**src/rtl/tx_queue_pkg.sv**
```systemverilog
// tx_queue_pkg: shared state encoding, packet field layout and helpers for the
// data_tx_queue egress path.
package tx_queue_pkg;

    typedef enum logic [1:0] {
        IDLE = 2'd0,
        REQ  = 2'd1,
        SEND = 2'd2,
        WAIT = 2'd3
    } tx_state_t;

    localparam int PKT_VALID_BIT = 31;
    localparam int PKT_DEST_MSB  = 30;
    localparam int PKT_DEST_LSB  = 16;

    typedef struct packed {
        logic                             valid;
        logic [PKT_DEST_MSB-PKT_DEST_LSB:0] dest;
        logic [PKT_DEST_LSB-1:0]          payload;
    } tx_packet_t;

    function automatic logic pkt_valid(input logic [31:0] word);
        return word[PKT_VALID_BIT];
    endfunction

endpackage

```
**src/rtl/tx_fifo.sv**
```systemverilog
// tx_fifo: circular packet store; pointers carry one extra wrap bit so a full
// buffer and an empty buffer are distinguishable.
module tx_fifo #(
    parameter int DEPTH  = 8,
    parameter int DATA_W = 32
) (
    input  logic                   clk,
    input  logic                   rst,
    input  logic                   push,
    input  logic                   pop,
    input  logic [DATA_W-1:0]      din,
    output logic [DATA_W-1:0]      head,
    output logic                   push_ok,
    output logic                   full,
    output logic                   empty,
    output logic [$clog2(DEPTH):0] count
);
    localparam int AW = $clog2(DEPTH);
    localparam logic [AW:0] PTR_ONE = {{AW{1'b0}}, 1'b1};

    logic [AW:0]       wr_ptr;
    logic [AW:0]       rd_ptr;
    logic              pop_ok;
    logic [DATA_W-1:0] mem [DEPTH];

    assign empty   = (wr_ptr == rd_ptr);
    assign full    = (wr_ptr[AW] != rd_ptr[AW]) && (wr_ptr[AW-1:0] == rd_ptr[AW-1:0]);
    assign count   = wr_ptr - rd_ptr;
    assign pop_ok  = pop && !empty;
    // A pop in the same cycle frees the slot, so a push is accepted even when full.
    assign push_ok = push && (!full || pop_ok);
    assign head    = mem[rd_ptr[AW-1:0]];

    always_ff @(posedge clk or negedge rst) begin
        if (!rst) begin
            wr_ptr <= '0;
            rd_ptr <= '0;
        end else begin
            if (push_ok) wr_ptr <= wr_ptr + PTR_ONE;
            if (pop_ok)  rd_ptr <= rd_ptr + PTR_ONE;
        end
    end

    always_ff @(posedge clk) begin
        if (push_ok) mem[wr_ptr[AW-1:0]] <= din;
    end

endmodule

```
**src/rtl/data_tx_queue.sv**
```systemverilog
// data_tx_queue: captures computer packets into tx_fifo and transmits each with a
// req/gnt + ack handshake, retrying on timeout. DATA_TX_QUEUE_STATS_EN adds counters.
module data_tx_queue
    import tx_queue_pkg::*;
#(
    parameter int DEPTH       = 8,
    parameter int ACK_TIMEOUT = 16,
    parameter int MAX_RETRY   = 3
) (
    input  logic                   clk,
    input  logic                   rst,
    input  logic [31:0]            packet_in,
    output logic                   link_req,
    input  logic                   link_gnt,
    output logic [31:0]            link_packet,
    output logic                   link_valid,
    input  logic                   link_ack,
    output logic                   full,
    output logic                   empty,
    output logic [$clog2(DEPTH):0] count,
    output logic                   overflow,
    output logic                   drop
`ifdef DATA_TX_QUEUE_STATS_EN
    ,
    output logic [15:0]            stat_sent,
    output logic [15:0]            stat_retry,
    output logic [15:0]            stat_drop
`endif
);
    localparam int TW = $clog2(ACK_TIMEOUT + 1);
    localparam int RW = (MAX_RETRY < 1) ? 1 : $clog2(MAX_RETRY + 1);
    localparam logic [TW-1:0] TIMER_LOAD  = TW'(ACK_TIMEOUT);
    localparam logic [TW-1:0] TIMER_LAST  = TW'(1);
    localparam logic [TW-1:0] TIMER_ONE   = TW'(1);
    localparam logic [RW-1:0] RETRY_LIMIT = RW'(MAX_RETRY);
    localparam logic [RW-1:0] RETRY_ONE   = RW'(1);

    tx_packet_t    cap_pkt;
    tx_packet_t    prev;
    tx_packet_t    head;
    logic          capture;
    logic          push_ok;
    logic          pop;
    logic          ack_hit;
    logic          timeout;
    logic          give_up;
    tx_state_t     state;
    logic [TW-1:0] timer;
    logic [RW-1:0] retry_cnt;

    // Capture stage: a held word from the computer is taken only on its first cycle.
    assign cap_pkt = tx_packet_t'(packet_in);
    assign capture = pkt_valid(packet_in) && (cap_pkt != prev);

    // Ack has priority over the timeout that would otherwise fire in the same cycle.
    assign ack_hit = (state == WAIT) && link_ack;
    assign timeout = (state == WAIT) && !link_ack && (timer == TIMER_LAST);
    assign give_up = timeout && (retry_cnt == RETRY_LIMIT);
    assign pop     = ack_hit || give_up;

    tx_fifo #(
        .DEPTH  (DEPTH),
        .DATA_W ($bits(tx_packet_t))
    ) u_fifo (
        .clk     (clk),
        .rst     (rst),
        .push    (capture),
        .pop     (pop),
        .din     (cap_pkt),
        .head    (head),
        .push_ok (push_ok),
        .full    (full),
        .empty   (empty),
        .count   (count)
    );

    always_ff @(posedge clk or negedge rst) begin
        if (!rst) begin
            prev     <= '0;
            overflow <= 1'b0;
        end else begin
            prev     <= cap_pkt;
            overflow <= capture && !push_ok;
        end
    end

    // Transmit stage: the head stays in the FIFO until acked or dropped.
    always_ff @(posedge clk or negedge rst) begin
        if (!rst) begin
            state       <= IDLE;
            link_req    <= 1'b0;
            link_valid  <= 1'b0;
            link_packet <= '0;
            drop        <= 1'b0;
            timer       <= '0;
            retry_cnt   <= '0;
        end else begin
            link_valid <= 1'b0;
            drop       <= 1'b0;
            case (state)
                IDLE: begin
                    if (!empty) begin
                        state    <= REQ;
                        link_req <= 1'b1;
                    end
                end
                REQ: begin
                    if (link_gnt) begin
                        state       <= SEND;
                        link_req    <= 1'b0;
                        link_valid  <= 1'b1;
                        link_packet <= head;
                    end
                end
                SEND: begin
                    timer <= TIMER_LOAD;
                    state <= WAIT;
                end
                WAIT: begin
                    timer <= timer - TIMER_ONE;
                    if (ack_hit) begin
                        retry_cnt <= '0;
                        state     <= IDLE;
                    end else if (give_up) begin
                        drop      <= 1'b1;
                        retry_cnt <= '0;
                        state     <= IDLE;
                    end else if (timeout) begin
                        retry_cnt <= retry_cnt + RETRY_ONE;
                        link_req  <= 1'b1;
                        state     <= REQ;
                    end
                end
                default: begin
                    state    <= IDLE;
                    link_req <= 1'b0;
                end
            endcase
        end
    end

`ifdef DATA_TX_QUEUE_STATS_EN
    function automatic logic [15:0] sat_inc(input logic [15:0] v);
        return (v == 16'hFFFF) ? v : v + 16'd1;
    endfunction

    always_ff @(posedge clk or negedge rst) begin
        if (!rst) begin
            stat_sent  <= '0;
            stat_retry <= '0;
            stat_drop  <= '0;
        end else begin
            if (ack_hit)             stat_sent  <= sat_inc(stat_sent);
            if (timeout && !give_up) stat_retry <= sat_inc(stat_retry);
            if (give_up)             stat_drop  <= sat_inc(stat_drop);
        end
    end
`endif

endmodule

```
**config.mk**
```make
export PLATFORM = sky130hd
export DESIGN_NAME = data_tx_queue
export DESIGN_NICKNAME = d
export VERILOG_FILES = /design/src/rtl/tx_queue_pkg.sv /design/src/rtl/tx_fifo.sv /design/src/rtl/data_tx_queue.sv
export SDC_FILE = /design/constraint.sdc
export NUM_CORES = 1
export LEC_CHECK = 0
export BUFFER_PORTS_ARGS = -buffer_cell sky130_fd_sc_hd__buf_4
export CAP_MARGIN = 20
export CORE_ASPECT_RATIO = 0.6
export CORE_MARGIN = 1.5
export CORE_UTILIZATION = 46
export CTS_BUF_LIST = sky130_fd_sc_hd__clkbuf_4 sky130_fd_sc_hd__clkbuf_8
export CTS_CLUSTER_SIZE = 30
export DETAILED_ROUTE_END_ITERATION = 7
export SYNTH_ARGS = -nofsm -noshare
export SYNTH_HDL_FRONTEND = slang
export SYNTH_SLANG_ARGS = --single-unit
```
**constraint.sdc**
```tcl
create_clock -name clk -period 14.31 [get_ports clk]
set_clock_uncertainty 0.15 [all_clocks]
set_input_delay 0.7155 -clock clk [delete_from_list [all_inputs] [get_ports clk]]
set_output_delay 0.7155 -clock clk [all_outputs]
set_load 0.02 [all_outputs]
```
==> results of run 1 <==
-- area by class of cell --
type | instances | area [sq um] | share of cell area [%]
clock buffer | 73 | 898.4 | 5.900
sequential | 341 | 9819 | 64.49
inverter | 17 | 63.81 | 0.4191
clock inverter | 17 | 182.7 | 1.200
multi-input combinational | 326 | 3077 | 20.21
tap | 367 | 459.2 | 3.016
timing repair buffer | 96 | 726.9 | 4.774
-- registers in the layout, summed over array words and instances (netlist names), 2 cells and up --
register / cells
state: 2
prev: 32
retry_cnt: 2
link_packet: 32
u_fifo.rd_ptr: 4
timer: 5
u_fifo.mem: 256
u_fifo.wr_ptr: 4
-- power breakdown --
group | leakage (nW) | total (mW) | internal, mW | switching [mW]
logic | 1.55 | 0.938 | 0.406 | 0.532
registers | 3.31 | 1.37 | 1.26 | 0.109
clock network | 0.575 | 0.840 | 0.475 | 0.364
-- synthesized netlist by cell type (6+ instances only) --
cell and n:
a31oi_1 32, buf_1 6, buf_2 7, clkbuf_1 17, dfrtp_1 85, edfxtp_1 256
ha_1 13, inv_1 17, mux4_2 64, nand2_1 78, nand4_1 9, nor2_1 40
xnor2_1 38
-- routing by layer --
metal	GRT usage (%)	part of all wire (%)
met4	6.122	1.9
met2	30.16	45
met3	4.384	6.2
met1	30.34	47
met5	0	0
-- final timing paths --
kind / endpoint / startpoint / slack (ps)
hold reg to reg: u_fifo.wr_ptr[3] / u_fifo.wr_ptr[3] / 350
min in group asynchronous: link_packet[4] / rst / 440
setup / recovery: count[1] / u_fifo.rd_ptr[1] / 10950
setup reg to reg: u_fifo.mem[6][8] / u_fifo.rd_ptr[0] / 11010
hold / removal: prev[16] / packet_in[16] / 170
max in group asynchronous: u_fifo.rd_ptr[0] / rst / 12270
-- logic make-up (layout without fill, tap and decap cells) --
kind of cell    Yosys count  in the layout  share of synthesized area, %
flops                   341            341                         75.32
fa+ha+maj                14             14                         1.402
mux                      66             66                         11.23
xor+xnor                 42             42                         2.823
simple gates            151            151                         5.137
buf+inv                  47            203                         1.421
compound gates           53             53                         2.660
-- per-stage QoR --
stage / setup WS [ps] / instance area (sq um) / power, mW
floorplan: 8609 / 13030 / 1.988
global placement: 10590 / 14120 / 2.311
detailed placement: 10490 / 14120 / 2.340
CTS: 10470 / 15220 / 3.188
global route: 10750 / 15230 / 3.314
finish: 10950 / 15230 / 3.146
-- what timing repair did --
action,CTS,global route
buffers inserted,0,0
gates resized for setup,0,0
hold endpoints to repair,23,0
setup endpoints to repair,0,0
hold buffers,1,0
==> impl_metrics.env, run 1 <==
export IMPL_grt_max_degree=68
export IMPL_die_h_um=133.4
export IMPL_relSlewSlack_pct=28.17
export IMPL_core_sq_mm=0.02770
export IMPL_gp_congestion=0.7808
export IMPL_netlist_instances=714
export IMPL_crit_family="buffers and inverters"
export IMPL_synth_enable_flop_cells=256
export IMPL_critical_path_startpoint_type="flip-flop"
export IMPL_cp_end_kind="primary output"
export IMPL_viasPerCell=5.521
export IMPL_maxCapViolations=0
export IMPL_yosysUniqueCellTypes=33
export IMPL_ir_drop_v=0.0001262
export IMPL_synth_top_area_share_pct=59.00
export IMPL_drt_initial_drc_count=543
export IMPL_vias=6830
export IMPL_worstSetupPathType="flip-flop to primary output"
export IMPL_drt_pass1_iterations=5
export IMPL_critPathArrivalTime_ps=2500
export IMPL_layout_commonest_cell="edfxtp_1"
export IMPL_routed_wl_um=28460
export IMPL_synth_top_cell_by_area="edfxtp_1"
export IMPL_layout_core_utilization_pct=54.98
export IMPL_drv_slew=0
export IMPL_avgSynthCellArea_sq_um=18.25
export IMPL_clock_sinks=341
export IMPL_dpl_cell_count=1145
export IMPL_grtUsageTotal_pct=20.31
export IMPL_die_x_um=220.3
export IMPL_powerDensity_mw_per_mm2=206.6
export IMPL_final_cell_mix="edfxtp_1 (256), buf_4 (94), dfrtp_1 (83)"
export IMPL_start_util_pct=47.04
export IMPL_rr_worst_depth=8
export IMPL_outcome="completed"
export IMPL_holdWs_ps=167.3
export IMPL_holdPathStages=1
export IMPL_clockBufferDepth=3
export IMPL_clock_latency_ps=580
export IMPL_rsz0062_at_grt="no"
export IMPL_tightest_slew_ps=1077
export IMPL_hold_violations=0
export IMPL_wire_per_inst_um=23.01
export IMPL_synth_ff_type="edfxtp_1"
export IMPL_final_cells=1237
export IMPL_netlist_area_sq_mm=0.01303
export IMPL_finalSetupTns_ps=0
export IMPL_cp_depth=4
export IMPL_ys_ff_latch=341
export IMPL_grt_pass1_vias=7261
export IMPL_critPathBufInv=3
export IMPL_clkTransAtPathRegs_ps=70
export IMPL_cp_slowest_cell="buf_4"
export IMPL_cts_root_buffer="clkbuf_8"
export IMPL_rows=47
export IMPL_area_growth_synth_to_final_pct=16.86
export IMPL_synth_area_leaders="edfxtp_1 (59%), dfrtp_1 (16%), mux4_2 (11%)"
export IMPL_syn_nets=764
export IMPL_antenna_found_initial=0
export IMPL_nFillCells=2170
export IMPL_finish_net_count=882
export IMPL_h_tree_depth=2
export IMPL_crit_required_ps=13440
export IMPL_drc=0
export IMPL_cts_tree="built"
export IMPL_worstPathMaxFanout=67
export IMPL_power_leakage_nw=5.439
export IMPL_period_needed_ps=3361
export IMPL_ys_async_sr_fraction_pct=24.93
export IMPL_ys_seq_area_share_pct=75.32
export IMPL_grt_overflow_total=0
export IMPL_slowest_delay_ps=800
export IMPL_min_period_over_period_pct=23.49
export IMPL_drive_above_1_share_pct=30.11
export IMPL_setup_viol=0
export IMPL_yosysWarnings=0
export IMPL_port_buffers=77
export IMPL_hold_path_class="primary input to flip-flop"
export IMPL_cts_buffers=50
export IMPL_diodes=0
export IMPL_crit_chain="buf_4 > fa_1 > inv_1 > buf_4"
export IMPL_die_area_sq_mm=0.02938
export IMPL_final_antenna_net_count=0
export IMPL_path_common_cell="buf_4"
export IMPL_timing_fmax_mhz=297.5
export IMPL_dp_hpwl_um=16000
export IMPL_grt_pass1_wl_um=43710
export IMPL_ios=78
Power figures use the tool's default switching activity.
==> run 2: changes to the inputs <==
- clock period: 14.31 -> 3.23 ns (I/O delays scaled with it)
==> run 2 against run 1 <==
Compared with the run above:
- cell count grew 3.6%
- total power grew to 4.4 times the previous value
- final area rose by 3.1%
- via count is 2.5% higher
==> impl_metrics.env, run 2 (synthesis gave the netlist of run 1 again) <==
export IMPL_cp_end_kind="flip-flop"
export IMPL_hold_path_class="primary input to async pin"
export IMPL_tightest_slew_ps=1105
export IMPL_viasPerCell=5.463
export IMPL_core_sq_mm=0.02770
export IMPL_power_leakage_nw=5.609
export IMPL_final_antenna_net_count=0
export IMPL_clock_latency_ps=580
export IMPL_drt_pass1_iterations=5
export IMPL_clockBufferDepth=3
export IMPL_relSlewSlack_pct=26.31
export IMPL_cts_root_buffer="clkbuf_8"
export IMPL_cts_repair_resized=0
export IMPL_crit_required_ps=3270
export IMPL_final_cells=1282
export IMPL_grt_overflow_total=0
export IMPL_critical_path_startpoint_type="flip-flop"
export IMPL_clkTransAtPathRegs_ps=70
export IMPL_crit_chain="inv_1 > ha_1 > nor4b_4 > nand4b_2 > a31oi_2 > nand2_2 > buf_4 > nor4_4 > buf_4"
export IMPL_timing_fmax_mhz=332.1
export IMPL_area_growth_synth_to_final_pct=20.49
export IMPL_cts_buffers=49
export IMPL_wire_per_inst_um=22.72
export IMPL_grt_busiest_layer="met1"
export IMPL_layout_commonest_cell="edfxtp_1"
export IMPL_routed_wl_um=29130
export IMPL_grt_pass1_wl_um=44660
export IMPL_ir_drop_v=0.0005294
export IMPL_rows=47
export IMPL_dp_hpwl_um=16480
export IMPL_period_needed_ps=3011
export IMPL_rr_worst_depth=9
export IMPL_met1_usage_pct=31.73
export IMPL_gp_congestion=0.8135
export IMPL_h_tree_depth=2
export IMPL_maxCapViolations=0
export IMPL_port_buffers=77
export IMPL_clock_sinks=341
export IMPL_worstPathMaxFanout=32
export IMPL_hold_violations=0
export IMPL_die_h_um=133.4
export IMPL_die_x_um=220.3
export IMPL_start_util_pct=47.04
export IMPL_cp_slowest_cell="buf_4"
export IMPL_grt_max_degree=68
export IMPL_worstSetupPathType="flip-flop to flip-flop"
export IMPL_min_period_over_period_pct=93.24
export IMPL_cts_tree="built"
export IMPL_antenna_found_initial=1
export IMPL_layout_core_utilization_pct=56.68
export IMPL_finish_net_count=924
export IMPL_powerDensity_mw_per_mm2=886.2
export IMPL_final_cell_mix="edfxtp_1 (256), buf_4 (99), dfrtp_1 (82)"
export IMPL_slowest_delay_ps=540
export IMPL_total_power_mw=13.91
export IMPL_met2_usage_pct=30.84
export IMPL_r2r_slack_ps=220
export IMPL_dpl_cell_count=1152
export IMPL_ios=78
export IMPL_grtUsageTotal_pct=20.70
export IMPL_drv_slew=0
export IMPL_path_common_cell="buf_4"
export IMPL_drc=0
export IMPL_vias=7003
export IMPL_outcome="completed"
export IMPL_critPathArrivalTime_ps=3050
export IMPL_setup_viol=0
export IMPL_grt_use_met3_pct=4.110
export IMPL_grt_pass1_vias=7438
export IMPL_die_area_sq_mm=0.02938
export IMPL_drive_above_1_share_pct=30.31
export IMPL_drt_initial_drc_count=580
export IMPL_largest_register_ffs=256
export IMPL_rsz0062_at_grt="no"
==> run 2: final timing paths <==
check	startpoint	endpoint
min in group clk	packet_in[16]	prev[16]
hold reg to reg	u_fifo.rd_ptr[3]	u_fifo.rd_ptr[3]
setup / recovery	timer[1]	u_fifo.mem[0][18]
hold / removal	rst	link_packet[31]
setup reg to reg	timer[1]	u_fifo.mem[0][18]
max in group asynchronous	rst	prev[18]
==> run 2: area by class of cell <==
type / instances / area (sq um)
repair buffers: 139 / 1194
multi-input cells: 326 / 3168
flip-flops and latches: 341 / 9821
diodes: 1 / 2.502
clock inverters: 12 / 55.05
inverters: 17 / 63.81
fillers: 2152 / 12000
well taps: 367 / 459.2
clock buffers: 79 / 937.1
==> run 2: power by group <==
part	leakage, nW	switching, mW	total, mW	internal (mW)
Sequential	3.31	0.344	5.92	5.58
Combinational	1.77	2.62	4.57	1.95
Clock	0.527	1.58	3.41	1.83
Total	5.61	4.55	13.9	9.37
==> run 2: repair_timing <==
action	CTS	global route
buffers inserted	1	2
hold buffers	35	0
endpoints found under the setup margin	23	22
cloned	0	0
pin swaps	1	1
hold endpoints to repair	342	0
==> run 2: worst max-delay path: cells and delay by family (launching register included) <==
family          cells  cell delay [ps]
buf+inv             3              830
compound gates      1              220
fa+ha+maj           1              160
simple gates        4              890
flops               1              380
==> run 2: metal layers <==
layer	wire, um	share of wire [%]
met5	0	0
met4	415	1.4
met3	1314	4.5
met2	13230	45
met1	14170	49
==> run 2: metrics by stage <==
step                      hold slack, ps  TNS (ps)  area, sq um  setup WS [ps]
after floorplan                   -284.1         0        13190        0.02731
after global placement             126.5         0        14330          110.9
after detailed placement           146.0     -1207        14330         -55.38
after CTS                          54.38         0        15680          100.3
after global routing               88.50         0        15700          13.48
final                              69.32         0        15700          218.5
==> run 3: changes to the inputs <==
- REMOVE_ABC_BUFFERS: default -> 1
==> run 3 against run 2 <==
Compared with the run above:
- final area shrank 1.3%
- critical path depth decreased by 1
- non-clock buffer count is 7 lower
- flip-flop and latch count unchanged
- maximum frequency rose by 4.5%
- total power decreased by 3.2%
- clock power shrank 6.2%
- global-route usage shrank 1.1 points
- critical endpoint unchanged
==> impl_metrics.env, run 3 (synthesis gave the netlist of run 1 again) <==
export IMPL_outcome="completed"
export IMPL_final_antenna_net_count=0
export IMPL_drive_above_1_share_pct=28.19
export IMPL_drt_initial_drc_count=462
export IMPL_tightest_slew_ps=1069
export IMPL_clock_latency_ps=560
export IMPL_multiInputGateArea_sq_mm=0.003077
export IMPL_cts_buffers=48
export IMPL_post_cts_buffers=0
export IMPL_cts_repair_resized=0
export IMPL_clockBufferDepth=3
export IMPL_setup_viol=0
export IMPL_drv_slew=0
export IMPL_cts_tree="built"
export IMPL_grt_pass1_wl_um=42420
export IMPL_crit_required_ps=3290
export IMPL_h_tree_depth=2
export IMPL_min_period_over_period_pct=89.21
export IMPL_ir_drop_v=0.0004375
export IMPL_r2r_slack_ps=350
export IMPL_layout_commonest_cell="edfxtp_1"
export IMPL_finish_net_count=916
export IMPL_cts_hold_buf=35
export IMPL_setup_ws_ps=348.5
export IMPL_critical_path_startpoint_type="flip-flop"
export IMPL_grt_overflow_total=0
export IMPL_power_leakage_nw=5.529
export IMPL_viasPerCell=5.363
export IMPL_hold_path_class="primary input to async pin"
export IMPL_die_x_um=220.3
export IMPL_total_power_mw=13.46
export IMPL_timing_fmax_mhz=347.0
export IMPL_die_h_um=133.4
export IMPL_clock_sinks=341
export IMPL_drt_pass1_iterations=5
export IMPL_port_buffers=77
export IMPL_gp_congestion=0.8036
export IMPL_area_growth_synth_to_final_pct=18.93
export IMPL_drc=0
export IMPL_dpl_cell_area_sq_mm=0.01423
export IMPL_die_area_sq_mm=0.02938
export IMPL_critPathArrivalTime_ps=2940
export IMPL_fin_area_sq_mm=0.01550
export IMPL_final_cell_mix="edfxtp_1 (256), buf_4 (90), dfrtp_1 (83)"
export IMPL_grtUsageTotal_pct=19.57
export IMPL_rows=47
export IMPL_relSlewSlack_pct=28.75
export IMPL_rr_worst_depth=8
export IMPL_wire_per_inst_um=21.53
export IMPL_crit_end="u_fifo.mem[0][18]"
export IMPL_dp_hpwl_um=15340
export IMPL_vias=6806
export IMPL_rsz0062_at_grt="no"
export IMPL_core_sq_mm=0.02770
export IMPL_cp_end_kind="flip-flop"
export IMPL_layout_core_utilization_pct=55.95
export IMPL_worstPathMaxFanout=21
export IMPL_clkTransAtPathRegs_ps=70
export IMPL_start_util_pct=47.04
export IMPL_powerDensity_mw_per_mm2=868.9
export IMPL_largest_register_ffs=256
export IMPL_cts_root_buffer="clkbuf_8"
export IMPL_antenna_found_initial=1
export IMPL_pre_cts_slack_ps=395.1
export IMPL_grt_pass1_vias=7191
export IMPL_nFillCells=2147
export IMPL_r2r_end="u_fifo.mem[0][18]"
export IMPL_ios=78
export IMPL_startpoint="timer[1]"
export IMPL_hold_violations=0
export IMPL_period_needed_ps=2882
export IMPL_grt_max_degree=68
export IMPL_seq_area_sq_mm=0.009819
export IMPL_worstSetupPathType="flip-flop to flip-flop"
export IMPL_r2r_start="timer[1]"
export IMPL_routed_wl_um=27320
export IMPL_maxCapViolations=0
## run 3: layout make-up
type	count	share of cell area [%]
Tap cell	367	2.963
Multi-Input combinational cell	326	19.85
Timing Repair Buffer	132	7.525
Antenna cell	1	0.01615
Clock inverter	15	0.4118
Inverter	17	0.4118
Sequential cell	341	63.37
Clock buffer	70	5.450
## run 3: worst min path at each step
stage	depth (start not counted)	to	from
3_3_place_gp	1	link_valid	rst
2_1_floorplan	0	drop	rst
6_report	2	link_valid	rst
3_5_place_dp	1	link_valid	rst
5_1_grt	2	link_valid	rst
4_1_cts	2	link_valid	rst
## run 3: power breakdown
part	switching, mW	total, mW	internal [mW]
registers	0.363	5.94	5.58
logic	2.44	4.32	1.88
clock network	1.53	3.20	1.67
## run 3: metal layers
layer / vias to the layer above / track usage, % / wire length (um)
li1: 3052 / - / -
met2: 224 / 28.86 / 12080
met1: 3483 / 29.90 / 12720
met5: - / 0 / 0
met3: 47 / 3.767 / 2022
met4: 0 / 5.480 / 503
## run 3: through the flow
stage / hold slack (ps) / setup TNS, ps / std cells
6_report: 94.98 / 0 / 1269
5_1_grt: 159.8 / 0 / 1269
4_1_cts: 117.7 / 0 / 1268
3_5_place_dp: 199.2 / 0 / 1148
3_3_place_gp: 175.0 / 0 / 1148
2_1_floorplan: -284.1 / -931130 / 684
## run 3: worst max-delay path: stages, from the launching register on
cell      delay [ps]
dfrtp_1          380
inv_1            100
ha_1             170
nor4b_4          330
nand4b_2         220
a31oi_2          240
nand2_1          200
nor4_2           250
buf_4            460
